### src/rtl/rr_chan_merge.sv
// rr_chan_merge
//   N-channel merge stage. Every input channel owns a small private FIFO; a
//   round-robin arbiter drains the FIFOs into a single registered valid/ready
//   output stream. Each output word is tagged with its source channel index.
//
// Parameters
//   NUM_CH  number of input channels (2..16)
//   DATA_W  payload width in bits
//   DEPTH   entries per channel FIFO (power of 2, >= 2)
//   CH_W    channel tag width, derived from NUM_CH
//
// Ports
//   clk         rising-edge clock
//   rst_n       asynchronous active-low reset
//   in_valid    per-channel push request
//   in_data     packed payloads, channel i at [i*DATA_W +: DATA_W]
//   in_ready    per-channel "FIFO not full" (registered count only)
//   out_valid   output register holds a word
//   out_data    output payload
//   out_ch      source channel of out_data
//   out_ready   consumer accepts the output word
//   fifo_empty  per-channel FIFO empty status
//
// Optional feature (macro RR_CHAN_MERGE_STATS_EN)
//   clr_stats   synchronous clear of all grant counters (wins over increment)
//   gnt_cnt     one saturating 16-bit grant counter per channel,
//               channel i at [i*16 +: 16]
module rr_chan_merge #(
  parameter  int NUM_CH = 4,
  parameter  int DATA_W = 32,
  parameter  int DEPTH  = 4,
  localparam int CH_W   = $clog2(NUM_CH)
) (
  input  logic                     clk,
  input  logic                     rst_n,
  input  logic [NUM_CH-1:0]        in_valid,
  input  logic [NUM_CH*DATA_W-1:0] in_data,
  output logic [NUM_CH-1:0]        in_ready,
  output logic                     out_valid,
  output logic [DATA_W-1:0]        out_data,
  output logic [CH_W-1:0]          out_ch,
  input  logic                     out_ready,
`ifdef RR_CHAN_MERGE_STATS_EN
  input  logic                     clr_stats,
  output logic [NUM_CH*16-1:0]     gnt_cnt,
`endif
  output logic [NUM_CH-1:0]        fifo_empty
);

  localparam int PTR_W = $clog2(DEPTH);
  localparam int CNT_W = PTR_W + 1;

  // Per-channel FIFO storage and bookkeeping.
  logic [DATA_W-1:0] r_mem    [NUM_CH][DEPTH];
  logic [PTR_W-1:0]  r_wr_ptr [NUM_CH];
  logic [PTR_W-1:0]  r_rd_ptr [NUM_CH];
  logic [CNT_W-1:0]  r_count  [NUM_CH];

  // Arbiter history and output register.
  logic [CH_W-1:0]   r_last_gnt;
  logic              r_out_valid;
  logic [DATA_W-1:0] r_out_data;
  logic [CH_W-1:0]   r_out_ch;

  logic [NUM_CH-1:0] w_push;
  logic [NUM_CH-1:0] w_pop;
  logic [NUM_CH-1:0] w_nonempty;
  logic              w_load_en;
  logic              w_gnt_any;
  logic [CH_W-1:0]   w_gnt_idx;
  logic [CH_W-1:0]   w_cand;
  logic [DATA_W-1:0] w_head;

  // Status flags come from the registered count only: a full FIFO refuses a
  // push even in a cycle where it is being popped.
  for (genvar g = 0; g < NUM_CH; g++) begin : g_status
    assign w_nonempty[g] = (r_count[g] != '0);
    assign in_ready[g]   = (r_count[g] != CNT_W'(DEPTH));
    assign fifo_empty[g] = ~w_nonempty[g];
    assign w_push[g]     = in_valid[g] & in_ready[g];
    assign w_pop[g]      = w_load_en & w_gnt_any & (w_gnt_idx == CH_W'(g));
  end

  // The output register may take a new word when it is empty or being drained.
  assign w_load_en = !r_out_valid || out_ready;

  // Round-robin search starting just after the last granted channel.
  always_comb begin
    // NOTE: every variable gets a default before the loop so no path leaves
    // it unassigned; otherwise synthesis would infer a latch.
    w_gnt_any = 1'b0;
    w_gnt_idx = '0;
    w_cand    = '0;
    for (int off = 1; off <= NUM_CH; off++) begin
      w_cand = CH_W'((int'(r_last_gnt) + off) % NUM_CH);
      if (!w_gnt_any && w_nonempty[w_cand]) begin
        w_gnt_any = 1'b1;
        w_gnt_idx = w_cand;
      end
    end
  end

  assign w_head = r_mem[w_gnt_idx][r_rd_ptr[w_gnt_idx]];

  // Pointers and occupancy. Pointers wrap naturally since DEPTH is a power
  // of two; a push and pop in the same cycle leave the count unchanged.
  always_ff @(posedge clk or negedge rst_n) begin
    // NOTE: sequential state uses non-blocking assignments so every register
    // samples the pre-edge values regardless of statement order.
    if (!rst_n) begin
      for (int i = 0; i < NUM_CH; i++) begin
        r_wr_ptr[i] <= '0;
        r_rd_ptr[i] <= '0;
        r_count[i]  <= '0;
      end
    end else begin
      for (int i = 0; i < NUM_CH; i++) begin
        if (w_push[i]) r_wr_ptr[i] <= r_wr_ptr[i] + 1'b1;
        if (w_pop[i])  r_rd_ptr[i] <= r_rd_ptr[i] + 1'b1;
        case ({w_push[i], w_pop[i]})
          2'b10:   r_count[i] <= r_count[i] + 1'b1;
          2'b01:   r_count[i] <= r_count[i] - 1'b1;
          default: r_count[i] <= r_count[i];
        endcase
      end
    end
  end

  // NOTE: the storage array has no reset; its contents are only ever read
  // behind a non-zero count, so resetting it would cost logic for nothing.
  // Only pushing channels write, so idle-channel in_data never reaches it.
  always_ff @(posedge clk) begin
    for (int i = 0; i < NUM_CH; i++) begin
      if (w_push[i]) r_mem[i][r_wr_ptr[i]] <= in_data[i*DATA_W +: DATA_W];
    end
  end

  // Output register and round-robin history.
  always_ff @(posedge clk or negedge rst_n) begin
    if (!rst_n) begin
      r_out_valid <= 1'b0;
      r_out_data  <= '0;
      r_out_ch    <= '0;
      r_last_gnt  <= CH_W'(NUM_CH - 1);
    end else if (w_load_en) begin
      if (w_gnt_any) begin
        r_out_valid <= 1'b1;
        r_out_data  <= w_head;
        r_out_ch    <= w_gnt_idx;
        r_last_gnt  <= w_gnt_idx;
      end else begin
        // Nothing to send: drop valid, keep the last payload and tag.
        r_out_valid <= 1'b0;
      end
    end
  end

  assign out_valid = r_out_valid;
  assign out_data  = r_out_data;
  assign out_ch    = r_out_ch;

`ifdef RR_CHAN_MERGE_STATS_EN
  // Per-channel grant counters, saturating at all ones.
  logic [15:0] r_gnt_cnt [NUM_CH];

  always_ff @(posedge clk or negedge rst_n) begin
    if (!rst_n) begin
      for (int i = 0; i < NUM_CH; i++) r_gnt_cnt[i] <= '0;
    end else begin
      for (int i = 0; i < NUM_CH; i++) begin
        if (clr_stats) begin
          r_gnt_cnt[i] <= '0;
        end else if (w_pop[i] && (r_gnt_cnt[i] != 16'hFFFF)) begin
          r_gnt_cnt[i] <= r_gnt_cnt[i] + 16'd1;
        end
      end
    end
  end

  for (genvar g = 0; g < NUM_CH; g++) begin : g_stats
    assign gnt_cnt[g*16 +: 16] = r_gnt_cnt[g];
  end
`endif

endmodule

### config.mk
export PLATFORM = sky130hd
export DESIGN_NAME = rr_chan_merge
export DESIGN_NICKNAME = d
export VERILOG_FILES = /design/src/rtl/rr_chan_merge.sv
export SDC_FILE = /design/constraint.sdc
export NUM_CORES = 1
export LEC_CHECK = 0
export ABC_AREA = 1
export CORE_MARGIN = 2
export CORE_UTILIZATION = 60
export CTS_CLUSTER_DIAMETER = 50
export DETAILED_ROUTE_END_ITERATION = 10
export PLACE_DENSITY = 0.84
export SYNTH_ARGS = -nofsm -noshare
export SYNTH_HDL_FRONTEND = slang
export SYNTH_SLANG_ARGS = --single-unit
export TNS_END_PERCENT = 20
### constraint.sdc
create_clock -name clk -period 7 [get_ports clk]
set_clock_uncertainty 0.2 [all_clocks]
set_input_delay 1.4 -clock clk [delete_from_list [all_inputs] [get_ports clk]]
set_output_delay 1.4 -clock clk [all_outputs]
set_load 0.01 [all_outputs]
==> key figures, run 1 <==
Final layout
  – Multi-input logic area: roughly 0.0066 mm^2
  – Reg area: 0.0170 mm^2
  – Layout cells sized above 1: 0.0618
  – Area delta synth->final: 16.2%
  – Layout Utilization: 0.709
  – Fill cell count: 2,544
  – Layout net count: approximately 2,500

STA
  – Slew margin rel.: 0.135
  – Unrepaired setup endpoints after global routing: false
  – Final hold violation count: 0
  – Worst Max-Slew Pin Slew: 1300 ps
  – Final Cycle Share: 0.767
  – Slew Limit Fails: 0
  – Fmax: between 150 and 200 MHz
  – Crit path time final: roughly 5400 ps
  – Final setup viols: 0
  – Setup TNS Final: 0 ps

Worst setup path
  – CP startpoint kind: flip-flop
  – Worst path slowest cell: nand2_8
  – Worst stage delay on the critical path: 850 ps
  – FF-to-FF Start: r_last_gnt[0]
  – Reg2Reg Setup Slack: around 1600 ps
  – CP max FO: 145
  – Reg-to-reg endpoint: out_data[22]
  – Crit end category: flip-flop
  – Delay-heaviest family, CP: simple AND/OR/NAND/NOR gates
  – CP bufs+invs: 2
  – Req. time, crit path: roughly 7300 ps
  – Cell mode on critical path: nand2_1
  – R2R cell count: 17
  – WP data arrival: 5710 ps
  – Cell Chain, Critical Path: inv_2 > nand3_1 > nand2_1 > nand2_1 > nand2_1 > a21oi_1 > nand2_8 > nand2_8 > nand2_1 > nand3_1 > nand2_2 > buf_4 > nand2_1 > nand3_1 > nand2_1 > nand2_1 > nand2_1
  – Worst Path Class, Setup: reg -> reg

Clocking
  – Post-CTS setup buffer count: 0
  – Clock Tree Buf Depth: 3
  – Cts repair resizes: 0
  – Cts hold-fix bufs: 0
  – Clock transition at path regs: 60 ps
  – CTS tree: built
  – Clock sink count: 577
  – Clock insertion delay at the later pin of the skew report: 600 ps
  – H-tree Lvls: 2
  – Num CTS Buffers: 57
  – Root Driver: clkbuf_16

Routing
  – DRC: 0
  – Routed wl met2: 31.3 mm
  – Detailed-router iteration count before antenna repair: 8
  – M1 WL: 23.7 mm
  – DRT antenna net count: 0
  – Top layer in use: met4
  – Routed via count: around 18,000
  – Total wire length: ~66 mm
  – Met3 routed WL: between 8 and 9 mm
  – Drt initial violations: between 2,000 and 3,000
  – Vias/cell: 6.24
  – WL/cell: ~23 um

GRT
  – GR Overflow Total: 0
  – Number of global-route vias before repair: 17,205
  – Total track usage: 0.315
  – Largest net degree at the start of global routing: approximately 150
  – First-pass GRT wire length: ~99 mm
  – Initial antenna violation count: 2

Synth
  – Synthesis warning total: 0
  – Yosys reg bits: ~580
  – Syn_area_per_cell: between 10 and 15 um^2
  – Synth Cell Area: ~0.024 mm^2
  – Syn Inst Count: between 2,000 and 2,500
  – Post-synthesis sequential area ratio: 0.698
  – Post-synthesis cell type count: 30
  – Syn nets: 2,338

Die
  – Core area: approximately 0.040 mm^2
  – Row count: 73
  – Initial Util: 0.610
  – DIE WIDTH: a little over 200 um
  – Die Height: between 200 and 250 um
  – Top Ports: between 150 and 200
  – Die area: about 0.042 mm^2

Placement
  – Gpl congestion: approximately 0.84
  – I/O Buffers: between 150 and 200
  – HPWL after detailed placement: 36.5 mm

Worst hold path
  – Worst Hold Depth: 1
  – Hold Crit Start: r_rd_ptr[7]
  – WHS Endpoint: r_rd_ptr[7]
  – Min-delay worst type: reg -> reg

Status
  – Outcome: finished clean

Run
  – Maximum capacitance violations: 0
-- synth_stat cells --
master	n	share of area
ha_1	20	0.010
nor2_4	1	0.00046
nand2_4	2	0.00092
buf_1	14	0.0022
clkbuf_1	23	0.0035
a21oi_1	9	0.0018
fa_1	4	0.0033
buf_4	6	0.0018
o21ai_1	2	0.00041
edfxtp_1	512	0.63
nand2_2	6	0.0015
clkinv_1	1	0.00015
o211ai_1	1	0.00031
nand3_1	598	0.12
dfstp_2	2	0.0022
buf_6	3	0.0014
inv_1	56	0.0086
nor2_1	36	0.0055
buf_2	92	0.019
nand3b_1	1	0.00031
nand2_1	688	0.11
dfrtp_1	63	0.065
nand3_2	2	0.00082
xnor2_1	4	0.0014
inv_2	2	0.00031
nor3_1	4	0.00082
nand4_1	1	0.00026
o21ai_0	11	0.0023
o22ai_1	1	0.00026
xor2_1	14	0.0050
-- cell type report --
class | instances | area share
multi-input cells | 1405 | 0.234
well taps | 525 | 0.0232
clock buffers | 71 | 0.0537
repair buffers | 203 | 0.0694
flip-flops and latches | 577 | 0.601
diodes | 3 | 0.000265
inverters | 59 | 0.00791
clock inverters | 32 | 0.0108
-- metrics by stage --
step / setup slack [ps] / area [um^2] / hold WS, ps / cells
finish: 1630 / 28300 / 280 / 2875
global route: 1330 / 28300 / 282 / 2874
CTS: 1830 / 28300 / 269 / 2872
detailed placement: 1870 / 26500 / 257 / 2769
global placement: 2120 / 26500 / 256 / 2769
floorplan: 3440 / 24400 / 242 / 2179
-- layer usage --
| metal | up-vias | track usage |
|---|---|---|
| li1 | 7820 | - |
| met1 | 8512 | 0.430 |
| met2 | 1376 | 0.501 |
| met3 | 235 | 0.0660 |
| met4 | 0 | 0.128 |
| met5 | - | 0 |
-- worst max-delay path by stage --
stage,depth (start not counted),endpoint,from,slack [ps]
floorplan,2,r_mem[0][0],in_valid[0],3440
global placement,18,out_data[10],r_last_gnt[0],2120
detailed placement,17,out_data[22],r_last_gnt[0],1870
CTS,18,out_data[13],r_last_gnt[0],1830
global route,18,out_data[13],r_last_gnt[0],1330
finish,17,out_data[22],r_last_gnt[0],1630
-- sequential cells by signal, indices dropped and copies added (netlist names) --
register and flops:
out_ch 2, out_data 32, out_valid 1, r_count 12, r_last_gnt 2, r_mem 512
r_rd_ptr 8, r_wr_ptr 8
-- placed cells by master (no fill, tap or decap), types with 2 or more instances in the layout --
cell and count:
clkbuf_8 4, nand2_1 687, ha_1 20, clkinv_4 3
buf_4 27, diode_2 3, inv_1 56, dfrtp_1 63
nor2_1 20, nor2_4 17, nand3_1 598, clkdlybuf4s50_1 176
o21ai_0 11, inv_6 3, clkinv_2 8, nand2_2 5
dfstp_2 2, fa_1 4, o21ai_1 2, bufinv_16 5
inv_2 2, xnor2_1 4, a21oi_1 9, clkinvlp_4 4
nand3_2 2, edfxtp_1 512, clkbuf_16 57, nor3_1 4
xor2_1 14, nand2_8 3, clkinv_1 9, clkbuf_1 10
-- cells by family after synthesis --
kind of cell | synth area share
xor gates and xnor gates | 0.00647
AOI/OAI and AO/OA | 0.00509
adders and majority gates | 0.0136
DFF | 0.698
buffers and inverters | 0.0369
and+or+nand+nor | 0.240
Power of run 1 is not shown: default switching activity piles up to over one toggle a cycle in this logic, so the estimate is an artifact.
==> run 2: changes to the inputs <==
CORE_UTILIZATION = 53   (was 60)
PLACE_DENSITY = 0.79   (was 0.84)
clock period = 4.3 ns   (was 7 ns; I/O delays follow)
==> run 2 against run 1 <==
First-iteration DRC count shrank 4.6%. Non-clock buffer count up 11. Cell count rose by 3.2%. Global-route usage fell by 3.6 points. Final area rose by 1.6%. Maximum frequency grew 36%. Worst hold slack lost 31 ps. Wire length fell by 0.28%. Sequential share of layout area down 0.94 points. Critical path type unchanged. Largest cell class unchanged.
==> key figures, run 2 (synthesis results as in run 1) <==
Final layout
  – Fill cell count: roughly 3,300
  – Layout net count: ~2,500
  – Layout cells sized above 1: 0.0669
  – Flip-flop count of the largest register after layout: between 500 and 600
  – Area delta synth->final: 18.1%
  – Most frequent cells in the layout: nand2_1, nand3_1, edfxtp_1
  – Multi-input logic area: roughly 0.0066 mm^2
  – Reg area: 0.0170 mm^2
  – Most common cell after layout, fill and taps aside: nand2_1

Clocking
  – Clock Tree Buf Depth: 3
  – Root Driver: clkbuf_16
  – Cts hold-fix bufs: 0
  – Clock transition at path regs: around 60 ps
  – Clock insertion delay at the later pin of the skew report: 620 ps
  – H-tree Lvls: 2
  – Post-CTS setup buffer count: 0
  – Num CTS Buffers: between 50 and 60
  – Clock sink count: roughly 580
  – Cts repair resizes: 0
  – CTS tree: built

Routing
  – Vias/cell: about 5.9
  – Drt initial violations: between 2,000 and 3,000
  – DRT antenna net count: 0
  – WL/cell: 22.3 um
  – Routed via count: around 18,000
  – Routed wl met2: between 30 and 40 mm
  – Total wire length: roughly 66 mm
  – Top layer in use: met5
  – M1 WL: 25.5 mm
  – Detailed-router iteration count before antenna repair: 6
  – Met3 routed WL: around 7 mm
  – DRC: 0

Die
  – DIE WIDTH: 218 um
  – Core area: 0.0454 mm^2
  – Row count: slightly below 80
  – Die area: 0.0477 mm^2
  – Initial Util: 0.537
  – Top Ports: around 180
  – Die Height: approximately 220 um

STA
  – Worst Max-Slew Pin Slew: ~1300 ps
  – Unrepaired setup endpoints after global routing: false
  – Slew Limit Fails: 0
  – Crit path time final: 3960 ps
  – Final setup viols: 0
  – Fmax: ~250 MHz
  – Final Cycle Share: 0.920
  – Slew margin rel.: 0.121
  – Setup TNS Final: 0 ps
  – Final hold violation count: 0

Worst setup path
  – Worst Path Class, Setup: reg -> reg
  – CP startpoint kind: flip-flop
  – CP max FO: 40
  – Crit end category: flip-flop
  – Worst setup path startpoint: r_last_gnt[0]
  – WP data arrival: around 4300 ps
  – FF-to-FF Start: r_last_gnt[0]
  – Req. time, crit path: approximately 4600 ps

GRT
  – GR Overflow Total: 0
  – Initial antenna violation count: 9
  – Number of global-route vias before repair: between 15,000 and 20,000
  – Total track usage: 0.279
  – First-pass GRT wire length: around 99 mm
  – Largest net degree at the start of global routing: around 150

Placement
  – I/O Buffers: approximately 180
  – HPWL after detailed placement: about 38 mm
  – Gpl congestion: between 0.8 and 0.9

Run
  – Maximum capacitance violations: 0

Status
  – Outcome: finished clean

Worst hold path
  – Min-delay worst type: in -> async
[run 2: changes by cell type in the layout (fill, tap and decap cells not counted), moves of 2 or more]
cell and change:
buf_12 +8, buf_4 +3, bufinv_16 +6, clkbuf_1 +5, clkinv_1 -5, diode_2 +2
[run 2: final timing paths]
| path | endpoint | slack (ps) | depth (start not counted) |
|---|---|---|---|
| min in group clk | r_rd_ptr[7] | 270 | 1 |
| max in group asynchronous | out_data[8] | 2950 | 1 |
| min | r_count[9] | 250 | 1 |
| max | r_count[8] | 340 | 16 |
| min reg2reg | r_rd_ptr[7] | 270 | 1 |
| max reg2reg | r_count[8] | 340 | 16 |
[run 2: layer usage]
layer | up-vias | global-route usage
met5 | - | 0
met4 | 10 | 0.108
met3 | 166 | 0.0622
met2 | 1015 | 0.445
met1 | 8481 | 0.376
li1 | 7851 | -
[run 2: through the flow]
stage                     std cells  area (um^2)  setup WS, ps  hold slack [ps]  utilization
after CTS                      2961        28700           374              260        0.633
after global placement         2855        26700           597              260        0.589
after floorplan                2179        24400          1130              242            -
after global routing           2964        28700          70.0              292        0.633
after detailed placement       2855        26700           405              262        0.589
final                          2966        28800           343              248        0.634
[run 2: critical path, cell delays in order, from the launching register on]
cell,delay [ps]
dfstp_2,600
inv_2,140
nand3_1,140
nand2_1,80
o21ai_1,380
nand3_2,190
nand2_8,230
nand2_8,220
nor2_1,190
inv_1,90
nor2_1,200
ha_1,190
inv_1,70
fa_1,400
a21oi_1,190
o21ai_0,150
xor2_1,160
[run 2: area by class of cell]
class | instances | area share
inverter | 59 | 0.00779
clock buffer | 77 | 0.0540
sequential | 577 | 0.591
antenna | 5 | 0.000435
multi-input combinational | 1405 | 0.230
clock inverter | 29 | 0.0154
tap | 600 | 0.0261
timing repair buffer | 214 | 0.0747
Power of run 2 is left out for the same reason.
==> run 3: changes to the inputs <==
CORE_UTILIZATION = 59   (was 53)
PLACE_DENSITY = 0.83   (was 0.79)
clock period = 4 ns   (was 4.3 ns; I/O delays follow)
==> run 3 against run 2 <==
Global-route usage is 3.6 points higher. Critical path type unchanged. Core utilization rose by 7.0 points. Final area down 0.29%. Non-clock buffer count rose by 13. Register-to-register slack is essentially flat. Via count increased by 2.4%. Critical path depth shrank 1.
==> key figures, run 3 (synthesis results as in run 1) <==
Placement
  – I/O Buffers: between 150 and 200
  – Placed cell area: 0.0267 mm^2
  – HPWL after detailed placement: just under 40 mm
  – Gpl congestion: 0.880

Die
  – Top Ports: 178
  – DIE WIDTH: about 210 um
  – Die area: around 0.043 mm^2
  – Core area: slightly above 0.04 mm^2
  – Row count: 74
  – Die Height: roughly 210 um
  – Initial Util: 0.598

Clocking
  – CTS tree: built
  – Clock insertion delay at the later pin of the skew report: approximately 610 ps
  – Clock Tree Buf Depth: 3
  – Cts repair resizes: 0
  – H-tree Lvls: 2
  – Post-CTS setup buffer count: 0
  – Clock sink count: roughly 580
  – Root Driver: clkbuf_16
  – Cts hold-fix bufs: 0
  – Clock transition at path regs: ~60 ps
  – Num CTS Buffers: 58

Worst setup path
  – Cell Chain, Critical Path: inv_2 > nand3_1 > nand2_1 > o21ai_1 > nand3_2 > nand2_8 > buf_4 > nand3_1 > nand3_1 > nand2_1 > nand2_1 > nand3_1 > nand2_1 > nand2_1 > nand2_1
  – WP data arrival: around 4000 ps
  – Worst stage delay on the critical path: 780 ps
  – Cell mode on critical path: nand2_1
  – Crit end category: flip-flop
  – CP max FO: about 100
  – Req. time, crit path: 4350 ps
  – Worst path slowest cell: buf_4
  – CP bufs+invs: 2
  – Delay-heaviest family, CP: simple AND/OR/NAND/NOR gates
  – Worst Path Class, Setup: reg -> reg
  – CP startpoint kind: flip-flop

Final layout
  – Area delta synth->final: 17.7%
  – Fill cell count: 2,649
  – Layout cells sized above 1: 0.0766
  – Finished Cell Area: between 0.02 and 0.03 mm^2
  – Layout net count: around 2,500
  – Most frequent cells in the layout: nand2_1, nand3_1, edfxtp_1
  – Flip-flop count of the largest register after layout: between 500 and 600
  – Most common cell after layout, fill and taps aside: nand2_1

STA
  – Unrepaired setup endpoints after global routing: false
  – Slew margin rel.: 0.257
  – Worst Max-Slew Pin Slew: between 1000 and 1500 ps
  – Final hold violation count: 0
  – Final setup viols: 0
  – Minimum hold slack: about 110 ps
  – Final Cycle Share: 0.913
  – Slew Limit Fails: 0
  – Setup TNS Final: 0 ps
  – Fmax: 274 MHz
  – Crit path time final: 3650 ps

Routing
  – Vias/cell: just over 6
  – WL/cell: about 23 um
  – DRT antenna net count: 0
  – Drt initial violations: between 2,000 and 2,500
  – DRC: 0
  – Routed via count: 17,941
  – Detailed-router iteration count before antenna repair: 7
  – Total wire length: 67.9 mm

Worst hold path
  – Min-delay worst type: in -> async

GRT
  – First-pass GRT wire length: between 100 and 150 mm
  – Largest net degree at the start of global routing: about 150
  – Total track usage: 0.316
  – GR Overflow Total: 0
  – Number of global-route vias before repair: approximately 18,000
  – Initial antenna violation count: 6

Run
  – Maximum capacitance violations: 0

Status
  – Outcome: finished clean
-- run 3: cell types whose count changed in the layout (fill, tap and decap cells not counted), sizes merged --
cell and delta:
clkbuf -6, clkinv +11, bufinv -6, buf +13, inv +2, clkinvlp +2
-- run 3: final timing paths --
check | cells past startpoint | slack, ps | startpoint | endpoint
max | 15 | 350 | r_last_gnt[0] | out_data[0]
min | 1 | 110 | rst_n | r_count[9]
max reg2reg | 15 | 350 | r_last_gnt[0] | out_data[0]
min reg2reg | 1 | 270 | r_rd_ptr[7] | r_rd_ptr[7]
max in group asynchronous | 2 | 2770 | rst_n | r_wr_ptr[3]
min in group clk | 1 | 270 | r_rd_ptr[7] | r_rd_ptr[7]
-- run 3: worst register-to-register path, stage by stage, from the launching register on --
cell and delay, ps:
dfstp_2 590, inv_2 130, nand3_1 130, nand2_1 80, o21ai_1 340, nand3_2 190
nand2_8 130, buf_4 780, nand3_1 300, nand3_1 180, nand2_1 80, nand2_1 90
nand3_1 90, nand2_1 110, nand2_1 80, nand2_1 90
-- run 3: metal layers --
layer / global-route usage / wire length, um
met3: 0.0649 / 8340
met5: 0 / 30
met1: 0.420 / 24400
met2: 0.512 / 32400
met4: 0.131 / 2750
-- run 3: layout make-up --
cell class	count	area, um^2	share of cell area
clock inverter	38	358	0.0125
inverter	59	224	0.00781
multi-input combinational	1405	6620	0.231
clock buffer	71	1570	0.0548
tap	532	666	0.0232
sequential	577	17000	0.593
antenna	5	12.5	0.000436
timing repair buffer	227	2210	0.0771
-- run 3: through the flow --
step | std cells | utilization | worst slack, ps
4_1_cts | 2909 | 0.703 | 341
6_report | 2914 | 0.704 | 347
3_3_place_gp | 2800 | 0.656 | 574
2_1_floorplan | 2179 | - | 834
5_1_grt | 2911 | 0.703 | 152
3_5_place_dp | 2800 | 0.656 | 404
Power of run 3 is left out for the same reason.
